### src/rtl/adat_pkg.sv
// adat_pkg: ADAT frame geometry constants and the frame-parser state encoding.
package adat_pkg;
    localparam int SYNC_ZEROS  = 10;
    localparam int TAIL_ZEROS  = 11;
    localparam int NIBBLES     = 48;
    localparam int CHANNELS    = 8;
    localparam int SAMPLE_BITS = 24;
    typedef enum logic [2:0] {HUNT, USER, SEP, DATA, TAIL} adat_state_e;
endpackage

### src/rtl/adat_sync_detector.sv
// adat_sync_detector: zero-run counter over qualified bits (saturating at 15) with a sync-run flag.
module adat_sync_detector
    import adat_pkg::*;
(
    input  logic       clk_i,
    input  logic       rst_ni,
    input  logic       bit_i,
    input  logic       bit_valid_i,
    input  logic       restart_i,
    input  logic       clear_i,
    output logic [3:0] zero_cnt_o,
    output logic       sync_o
);
    logic [3:0] base;
    // restart counts the current bit as the first of a fresh run; clear forces an empty run
    assign base = restart_i ? 4'd0 : zero_cnt_o;
    assign sync_o = zero_cnt_o >= 4'(SYNC_ZEROS);
    always_ff @(posedge clk_i or negedge rst_ni)
        if (!rst_ni) zero_cnt_o <= 4'd0;
        else if (bit_valid_i) zero_cnt_o <= (bit_i || clear_i) ? 4'd0 : (&base ? base : base + 4'd1);
endmodule

### src/rtl/adat_frame_writer.sv
// adat_frame_writer: parses ADAT frames from a decoded bit stream, writes sample bits
// into a circular channel buffer and tracks frame lock.
module adat_frame_writer
    import adat_pkg::*;
#(
    parameter int CIRC_BUF_BITS = 3,
    parameter int LOCK_COUNT    = 2
) (
    input  logic                     clk_i,
    input  logic                     rst_ni,
    input  logic                     bit_i,
    input  logic                     bit_valid_i,
    output logic                     write_data_o,
    output logic [CIRC_BUF_BITS+7:0] write_addr_o,
    output logic                     wr_en_o,
    output logic [CIRC_BUF_BITS-1:0] last_good_frame_idx_o,
    output logic [3:0]               user_bits_o,
    output logic                     resync_req_o
);
    localparam int LW = $clog2(LOCK_COUNT + 1);
    adat_state_e state, state_nx;
    logic [3:0] zero_cnt, user_sh;
    logic [1:0] user_cnt;
    logic [2:0] ch;
    logic [4:0] pos;
    logic [CIRC_BUF_BITS-1:0] write_idx;
    logic [LW-1:0] good_cnt, bad_cnt;
    logic sync, frame_end, good, bad, data_bit;

    adat_sync_detector u_sync (
        .clk_i      (clk_i),
        .rst_ni     (rst_ni),
        .bit_i      (bit_i),
        .bit_valid_i(bit_valid_i),
        .restart_i  (state == SEP),
        .clear_i    (state == USER || state == DATA),
        .zero_cnt_o (zero_cnt),
        .sync_o     (sync)
    );

    // pos counts down within a channel, so a nibble ends whenever pos is a multiple of 4
    assign frame_end = ch == 3'(CHANNELS - 1) && pos == 5'd0;
    assign data_bit  = bit_valid_i && state == DATA;
    assign good = bit_valid_i && state == TAIL && bit_i && zero_cnt == 4'(TAIL_ZEROS);
    assign bad  = bit_valid_i && ((state == SEP && !bit_i) ||
                  (state == TAIL && (bit_i ? zero_cnt != 4'(TAIL_ZEROS) : &zero_cnt)));

    always_comb begin
        state_nx = state;
        if (bit_valid_i)
            case (state)
                HUNT:    state_nx = (bit_i && sync) ? USER : HUNT;
                USER:    state_nx = &user_cnt ? SEP : USER;
                SEP:     state_nx = bit_i ? DATA : HUNT;
                DATA:    state_nx = pos[1:0] != 2'd0 ? DATA : (frame_end ? TAIL : SEP);
                TAIL:    state_nx = bit_i ? (sync ? USER : HUNT) : (&zero_cnt ? HUNT : TAIL);
                default: state_nx = HUNT;
            endcase
    end

    always_ff @(posedge clk_i or negedge rst_ni)
        if (!rst_ni) begin
            state                 <= HUNT;
            user_sh               <= 4'd0;
            user_cnt              <= 2'd0;
            ch                    <= 3'd0;
            pos                   <= 5'd0;
            write_idx             <= '0;
            good_cnt              <= '0;
            bad_cnt               <= '0;
            wr_en_o               <= 1'b0;
            write_data_o          <= 1'b0;
            write_addr_o          <= '0;
            last_good_frame_idx_o <= '0;
            user_bits_o           <= 4'd0;
            resync_req_o          <= 1'b1;
        end else begin
            state   <= state_nx;
            wr_en_o <= data_bit;
            if (data_bit) begin
                write_data_o <= bit_i;
                write_addr_o <= {write_idx, ch, pos};
                ch           <= pos == 5'd0 ? ch + 3'd1 : ch;
                pos          <= pos == 5'd0 ? 5'(SAMPLE_BITS - 1) : pos - 5'd1;
            end
            if (bit_valid_i && state == USER) begin
                user_sh  <= {user_sh[2:0], bit_i};
                user_cnt <= user_cnt + 2'd1;
            end
            if (state_nx == USER && state != USER) begin
                user_cnt <= 2'd0;
                ch       <= 3'd0;
                pos      <= 5'(SAMPLE_BITS - 1);
            end
            if (good) begin
                last_good_frame_idx_o <= write_idx;
                user_bits_o           <= user_sh;
                write_idx             <= write_idx + 1'b1;
                bad_cnt               <= '0;
                good_cnt              <= good_cnt == LW'(LOCK_COUNT) ? good_cnt : good_cnt + 1'b1;
                if (good_cnt >= LW'(LOCK_COUNT - 1)) resync_req_o <= 1'b0;
            end
            if (bad) begin
                good_cnt <= '0;
                bad_cnt  <= bad_cnt == LW'(LOCK_COUNT) ? bad_cnt : bad_cnt + 1'b1;
                if (bad_cnt >= LW'(LOCK_COUNT - 1)) resync_req_o <= 1'b1;
            end
        end
endmodule

### config.mk
export PLATFORM = sky130hd
export DESIGN_NAME = adat_frame_writer
export DESIGN_NICKNAME = d
export VERILOG_FILES = /design/src/rtl/adat_pkg.sv /design/src/rtl/adat_sync_detector.sv /design/src/rtl/adat_frame_writer.sv
export SDC_FILE = /design/constraint.sdc
export NUM_CORES = 1
export LEC_CHECK = 0
export ABC_AREA = 1
export BUFFER_PORTS_ARGS = -buffer_cell sky130_fd_sc_hd__clkbuf_2
export CORE_UTILIZATION = 30
export CTS_CLUSTER_DIAMETER = 80
export DETAILED_ROUTE_END_ITERATION = 8
export PLACE_DENSITY = 0.52
export SYNTH_ARGS = -nofsm -noshare
export SYNTH_HDL_FRONTEND = slang
export SYNTH_SLANG_ARGS = --single-unit
### constraint.sdc
create_clock -name clk_i -period 2 [get_ports clk_i]
set_input_delay 0.2 -clock clk_i [delete_from_list [all_inputs] [get_ports clk_i]]
set_output_delay 0.2 -clock clk_i [all_outputs]
set_load 0.02 [all_outputs]
==> results of run 1 <==
[placed cells by master (no fill, tap or decap), types with 2 or more instances in the layout]
master    synthesis  layout
buf_4             1       4
inv_2             7       7
nand4_1           3       3
o21ai_0          23      23
dfrtp_1          48      48
clkbuf_8          0       5
nand2_2           6       6
ha_1             11      11
nor2_2            2       2
clkbuf_2          0      24
o21ai_1           9       9
nand2_1          74      74
a21oi_1           3       3
xor2_1            4       4
inv_1            30      30
nand3_4           2       2
nand3_2           2       2
clkinv_1          2       2
nand3_1          15      15
nor2_1           21      21
o211ai_1          3       3
a21oi_4           2       2
nor2_4            3       3
[cell type report]
cell class,count,area share
inverter,39,0.0516
sequential,49,0.432
clock inverter,3,0.00749
timing repair buffer,30,0.0635
tap,102,0.0450
multi-input combinational,192,0.376
clock buffer,5,0.0242
[registers in the layout, indices dropped and copies added (netlist names), 2 cells and up]
| name | cells |
|---|---|
| bad_cnt | 2 |
| ch | 3 |
| good_cnt | 2 |
| last_good_frame_idx_o | 3 |
| pos | 5 |
| state | 3 |
| u_sync.zero_cnt_o | 4 |
| user_bits_o | 4 |
| user_cnt | 2 |
| user_sh | 4 |
| write_addr_o | 11 |
| write_idx | 3 |
[what timing repair did]
action	CTS	global route
endpoints found under the hold margin	48	0
gates resized for setup	0	0
endpoints found under the setup margin	0	0
hold buffers	1	0
[synth_stat cells (3+ instances only)]
master    instances
xor2_1            4
o21ai_0          23
o211ai_1          3
dfrtp_1          48
nand2_2           6
inv_1            30
inv_2             7
nor2_1           21
nand2_1          74
ha_1             11
nand4_1           3
nor2_4            3
o21ai_1           9
nand3_1          15
clkbuf_1          4
a21oi_1           3
[per-layer routing]
metal | share of wire | wire length [µm]
met1 | 0.50 | 2390
met2 | 0.46 | 2200
met5 | 0 | 0
met4 | 0.0090 | 43
met3 | 0.026 | 124
[where the power goes]
part / switching [mW] / leakage (nW) / total (mW) / internal (mW)
Clock: 0.352 / 0.0445 / 0.601 / 0.249
Combinational: 0.323 / 0.782 / 0.511 / 0.188
Sequential: 0.0677 / 0.649 / 1.16 / 1.09
Total: 0.742 / 1.48 / 2.27 / 1.53
[per-stage QoR]
step           cell area, µm²  cells
6_report                 2840    420
5_1_grt                  2840    420
4_1_cts                  2840    420
3_5_place_dp             2740    411
3_3_place_gp             2740    411
2_1_floorplan            2480    286
[tightest hold or removal path: stages]
cell and delay (ps):
clkbuf_2 130, o21ai_1 110, a21oi_2 130
[worst max path at each step]
stage / endpoint / cells after the start
floorplan: ch[0] / 12
global placement: pos[0] / 12
detailed placement: pos[3] / 11
CTS: pos[0] / 12
global route: pos[0] / 12
finish: pos[0] / 12
[logic make-up after synthesis]
group,share of synthesized area
AND/OR/NAND/NOR,0.248
flip-flops,0.495
AO/OA/AOI/OAI,0.109
buffers and inverters,0.0742
adder cells (fa/ha/maj),0.0555
XOR/XNOR,0.0141
multiplexers,0.00404
==> flow_metrics.py, run 1 <==
metrics = {
    "run_status": {
        "run_status": "finished, final reports clean",
    },
    "global_route": {
        "grt_first_pass_wirelength_mm": 8.27,
        "globalRouteMet1Util": 0.166,
        "top_usage_layer": "met2",
        "globalRouteTotalUtil": 0.120,
        "grt-ovfl-total": 0,
        "grt_start_max_net_pins": 50,
        "globalRouteMet3Util": 0.0271,
        "grt_pass1_vias": 1841,
        "globalRouteMet2Util": 0.187,
        "initial_antenna_violation_count": 0,
    },
    "synth": {
        "ys.flop_type": "dfrtp_1",
        "synth_async_sr_flop_share": 1.00,
        "synth.yosys.seq_area_share": 0.495,
        "yosys-top-cells-area": "dfrtp_1 (48%), nand2_1 (11%), ha_1 (5.6%), o21ai_0 (4.6%), inv_1 (4.5%)",
        "number_of_synthesized_flops_with_an_enable_pin": 0,
        "synth_top_area_share": 0.485,
        "synth_largest_area_cell": "dfrtp_1",
        "synth.avg_cell_area_um2": 8.67,
        "synth.lib_cells_used.distinct": 33,
        "synth.ff_latch_count": 49,
        "netlist_instances": 286,
        "ys.warnings.count": 0,
        "net_count_synth": 301,
        "synthesis.area_um2": 2480,
    },
    "hold_path": {
        "hold_path.startpoint": "bit_i",
        "hold_class": "in -> reg",
        "timing.hold.worst_endpoint": "good_cnt[0]",
        "hold_depth": 3,
    },
    "timing": {
        "worst_clk_skew_ps": 10.8,
        "setup_slack_ps": 214,
        "finalMaxSlewViolations": 0,
        "setup_viol": 0,
        "fmax_ghz": 0.560,
        "headroom_to_the_max_slew_limit": 0.772,
        "post-route-period-util": 0.893,
        "hold-worst-slack_ps": 297,
        "max_slew.worst_pin.slew_ps": 341,
        "fin_setup_tns_ps": 0,
        "timing.final.hold_violations": 0,
        "period_needed_ps": 1790,
        "grt_setup_unrepaired": "false",
    },
    "cts": {
        "clk-insertion-delay-late_ps": 300,
        "clock_path_buffers": 2,
        "cts.root.buffer_cell": "clkbuf_8",
        "cts_setup_buffers": 0,
        "cts.sinks": 49,
        "cts.htree.levels": 2,
        "tritoncts_clock_tree": "yes",
        "numCtsBuffers": 5,
        "worst_setup_hold_path_clk_slew_ps": 100,
    },
    "die": {
        "initial_standard_cell_utilization_of_the_core": 0.316,
        "core_area_um2": 7850,
        "die_area_um2": 8630,
        "die_width_um": 92.9,
        "die-height_um": 92.9,
        "io-pin-count": 25,
        "placementRows": 32,
    },
    "drt": {
        "drc": 0,
        "drt-initial-drc-count": 86,
        "detailedRoute.firstPassIterationCount": 4,
        "wire_per_inst_um": 11.3,
        "route.vias.total": 1869,
        "finalWirelength_mm": 4.76,
        "post_drt_via_cell_ratio": 4.45,
        "antenna_violating_nets_post_route": 0,
    },
    "place": {
        "dpl.hpwl_mm": 3.34,
        "gp_congestion": 0.763,
        "port_buffers": 24,
        "dp_slack_ps": 218,
    },
    "critical_path": {
        "number_of_buffers_and_inverters_on_the_critical_path": 2,
        "cpLargestDelayFamily": "simple AND/OR/NAND/NOR gates",
        "critPathMaxFanout": 15,
        "r2r_cells": 12,
        "regToRegSetupSlack_ps": 210,
        "criticalPathCategory": "reg -> reg",
        "worst_path_max_delay_cell": "dfrtp_1",
        "critPathRequiredTime_ps": 2240,
        "regToRegStartpoint": "pos[0]",
        "critical-path-max-stage-delay_ps": 400,
        "critical_path.startpoint_type": "flip-flop",
        "crit_path_end_kind": "flip-flop",
        "cp_common_cell": "nor2_1",
        "timing.critical_path.arrival_ps": 2030,
        "critical_path.reg2reg.endpoint": "pos[0]",
        "timing.critical_path.cells": "inv_1 -> ha_1 -> inv_2 -> nor2_1 -> nand3_1 -> nand2_1 -> nand3_2 -> a21oi_4 -> nand3_4 -> nand2_2 -> nor2_1 -> nor2_1",
        "worstSetupStartpoint": "pos[0]",
    },
    "layout": {
        "layout.core_utilization": 0.362,
        "area.growth.synth_to_final_pct": 14.5,
        "post_route_cells_drive_above_1_share": 0.204,
        "fill_cells": 821,
        "n_antenna_cell": 0,
        "total_area_of_multi_input_combinational_cells_um2": 1070,
        "register_area_um2": 1230,
        "finish.net_count": 332,
    },
    "job": {
        "drv_cap": 0,
    },
    "pwr": {
        "power.ir.vdd_worst_mv": 0.469,
        "power.density_nw_per_um2": 799,
        "power.leakage_nw": 1.48,
        "power.total_mw": 2.27,
    },
}
Power figures use the tool's default switching activity.
==> run 2, diff against run 1 <==
==> constraint.sdc (replaced) <==
create_clock -name clk_i -period 2 [get_ports clk_i]
set_input_delay 0.3 -clock clk_i [delete_from_list [all_inputs] [get_ports clk_i]]
set_output_delay 0.3 -clock clk_i [all_outputs]
set_load 0.02 [all_outputs]
==> run 2 against run 1 <==
Via count up 1.6%. Sequential power about the same. Core utilization up 0.49 points. Clock-buffer cell count grew 1. Die area unchanged. Sequential cell count unchanged. Non-clock buffer count up 4. Global-route usage increased by 0.23 points. Final area up 1.4%. Sequential share of layout area is 0.58 points lower. Critical path depth stayed put. Largest cell class unchanged. Largest power group unchanged.
==> flow_metrics.py, run 2 (synthesized netlist as in run 1, its figures left out) <==
metrics = {
    "global_route": {
        "initial_antenna_violation_count": 0,
        "globalRouteTotalUtil": 0.122,
        "grt_start_max_net_pins": 19,
        "globalRouteMet1Util": 0.159,
        "top_usage_layer": "met2",
        "grt_pass1_vias": 1799,
        "globalRouteMet3Util": 0.0320,
        "globalRouteMet2Util": 0.199,
        "grt-ovfl-total": 0,
        "grt_first_pass_wirelength_mm": 8.29,
    },
    "drt": {
        "route.vias.total": 1898,
        "finalWirelength_mm": 4.68,
        "drc": 0,
        "antenna_violating_nets_post_route": 0,
        "detailedRoute.firstPassIterationCount": 5,
        "post_drt_via_cell_ratio": 4.48,
        "drt-initial-drc-count": 89,
        "wire_per_inst_um": 11.0,
    },
    "die": {
        "die_width_um": 92.9,
        "die_area_um2": 8630,
        "core_area_um2": 7850,
        "die-height_um": 92.9,
        "placementRows": 32,
        "io-pin-count": 25,
        "initial_standard_cell_utilization_of_the_core": 0.316,
    },
    "timing": {
        "headroom_to_the_max_slew_limit": 0.707,
        "fmax_ghz": 0.576,
        "grt_setup_unrepaired": "false",
        "post-route-period-util": 0.868,
        "period_needed_ps": 1740,
        "timing.final.hold_violations": 0,
        "max_slew.worst_pin.slew_ps": 440,
        "worst_clk_skew_ps": 11.9,
        "setup_slack_ps": 263,
        "fin_setup_tns_ps": 0,
        "setup_viol": 0,
        "finalMaxSlewViolations": 0,
        "hold-worst-slack_ps": 405,
    },
    "cts": {
        "cts.root.buffer_cell": "clkbuf_8",
        "numCtsBuffers": 5,
        "worst_setup_hold_path_clk_slew_ps": 90,
        "clock_path_buffers": 2,
        "tritoncts_clock_tree": "yes",
        "clk-insertion-delay-late_ps": 300,
        "cts.sinks": 49,
        "cts_setup_buffers": 0,
        "post_cts_resize_count": 0,
        "cts.htree.levels": 2,
    },
    "critical_path": {
        "critPathMaxFanout": 15,
        "timing.critical_path.cells": "inv_1 -> ha_1 -> inv_2 -> nor2_1 -> nand3_1 -> nand2_1 -> nand3_2 -> a21oi_4 -> nand3_4 -> nand2_2 -> nor2_1 -> nor2_1",
        "crit_path_end_kind": "flip-flop",
        "critPathRequiredTime_ps": 2240,
        "criticalPathCategory": "reg -> reg",
        "timing.critical_path.arrival_ps": 1980,
        "cp_common_cell": "nor2_1",
        "critical-path-max-stage-delay_ps": 390,
        "critical_path.startpoint_type": "flip-flop",
        "worst_path_max_delay_cell": "dfrtp_1",
    },
    "layout": {
        "finish.net_count": 336,
        "biggestRegsByFlops": "write_addr_o: 11 flops, pos: 5 flops",
        "layout_commonest_cell": "nand2_1",
        "post_route_cells_drive_above_1_share": 0.211,
        "top_register": "write_addr_o",
        "largest_register_ff_count": 11,
        "fin_cells": 424,
        "n_antenna_cell": 0,
        "final_cell_mix": "nand2_1 (74), dfrtp_1 (48), inv_1 (30)",
        "area.growth.synth_to_final_pct": 16.1,
    },
    "place": {
        "placed_cells": 415,
        "port_buffers": 24,
        "dp_slack_ps": 277,
        "dpl.hpwl_mm": 3.53,
        "gp_congestion": 0.758,
    },
    "job": {
        "drv_cap": 0,
    },
    "pwr": {
        "power.density_nw_per_um2": 824,
        "power.total_mw": 2.37,
        "power.ir.vdd_worst_mv": 0.354,
        "power.leakage_nw": 1.50,
    },
    "run_status": {
        "run_status": "finished, final reports clean",
    },
    "hold_path": {
        "hold_class": "in -> reg",
    },
}
==> run 2: cell type report <==
class / instances / area [µm²]
flip-flops and latches: 49 / 1230
repair buffers: 34 / 198
clock buffers: 6 / 72.6
multi-input cells: 192 / 1070
well taps: 102 / 128
fillers: 837 / 4970
inverters: 39 / 146
clock inverters: 2 / 38.8
==> run 2: final timing paths <==
check,slack [ps],from,endpoint,depth (start not counted)
max,260,pos[1],pos[0],12
min,410,bit_i,good_cnt[0],3
max reg2reg,260,pos[1],pos[0],12
min reg2reg,490,user_bits_o[3],user_bits_o[3],2
max in group asynchronous,940,rst_ni,resync_req_o,3
min in group asynchronous,460,rst_ni,write_addr_o[9],2
==> run 2: power breakdown <==
group,switching (mW),internal (mW)
Sequential,0.0672,1.09
Clock,0.335,0.376
Combinational,0.317,0.188
==> run 2: through the flow <==
stage | utilization | area (µm²)
floorplan | - | 2480
global placement | 0.351 | 2760
detailed placement | 0.351 | 2760
CTS | 0.367 | 2880
global route | 0.367 | 2880
finish | 0.367 | 2880
==> run 2: metal layers <==
layer | vias to the layer above | part of all wire
met2 | 25 | 0.46
met5 | - | 0
met4 | 0 | 0.0092
met3 | 5 | 0.034
li1 | 982 | -
met1 | 886 | 0.49
==> run 2: repair_timing <==
action	in CTS	in global routing
endpoints found under the setup margin	0	0
hold buffers	1	0
hold endpoints to repair	15	0
==> run 2: critical path, delay by kind of cell, from the launching register on <==
kind | cells | cell delay (ps)
flip-flops | 1 | 390
buffers and inverters | 2 | 160
AND/OR/NAND/NOR | 8 | 780
AO/OA/AOI/OAI | 1 | 160
adder cells (fa/ha/maj) | 1 | 190
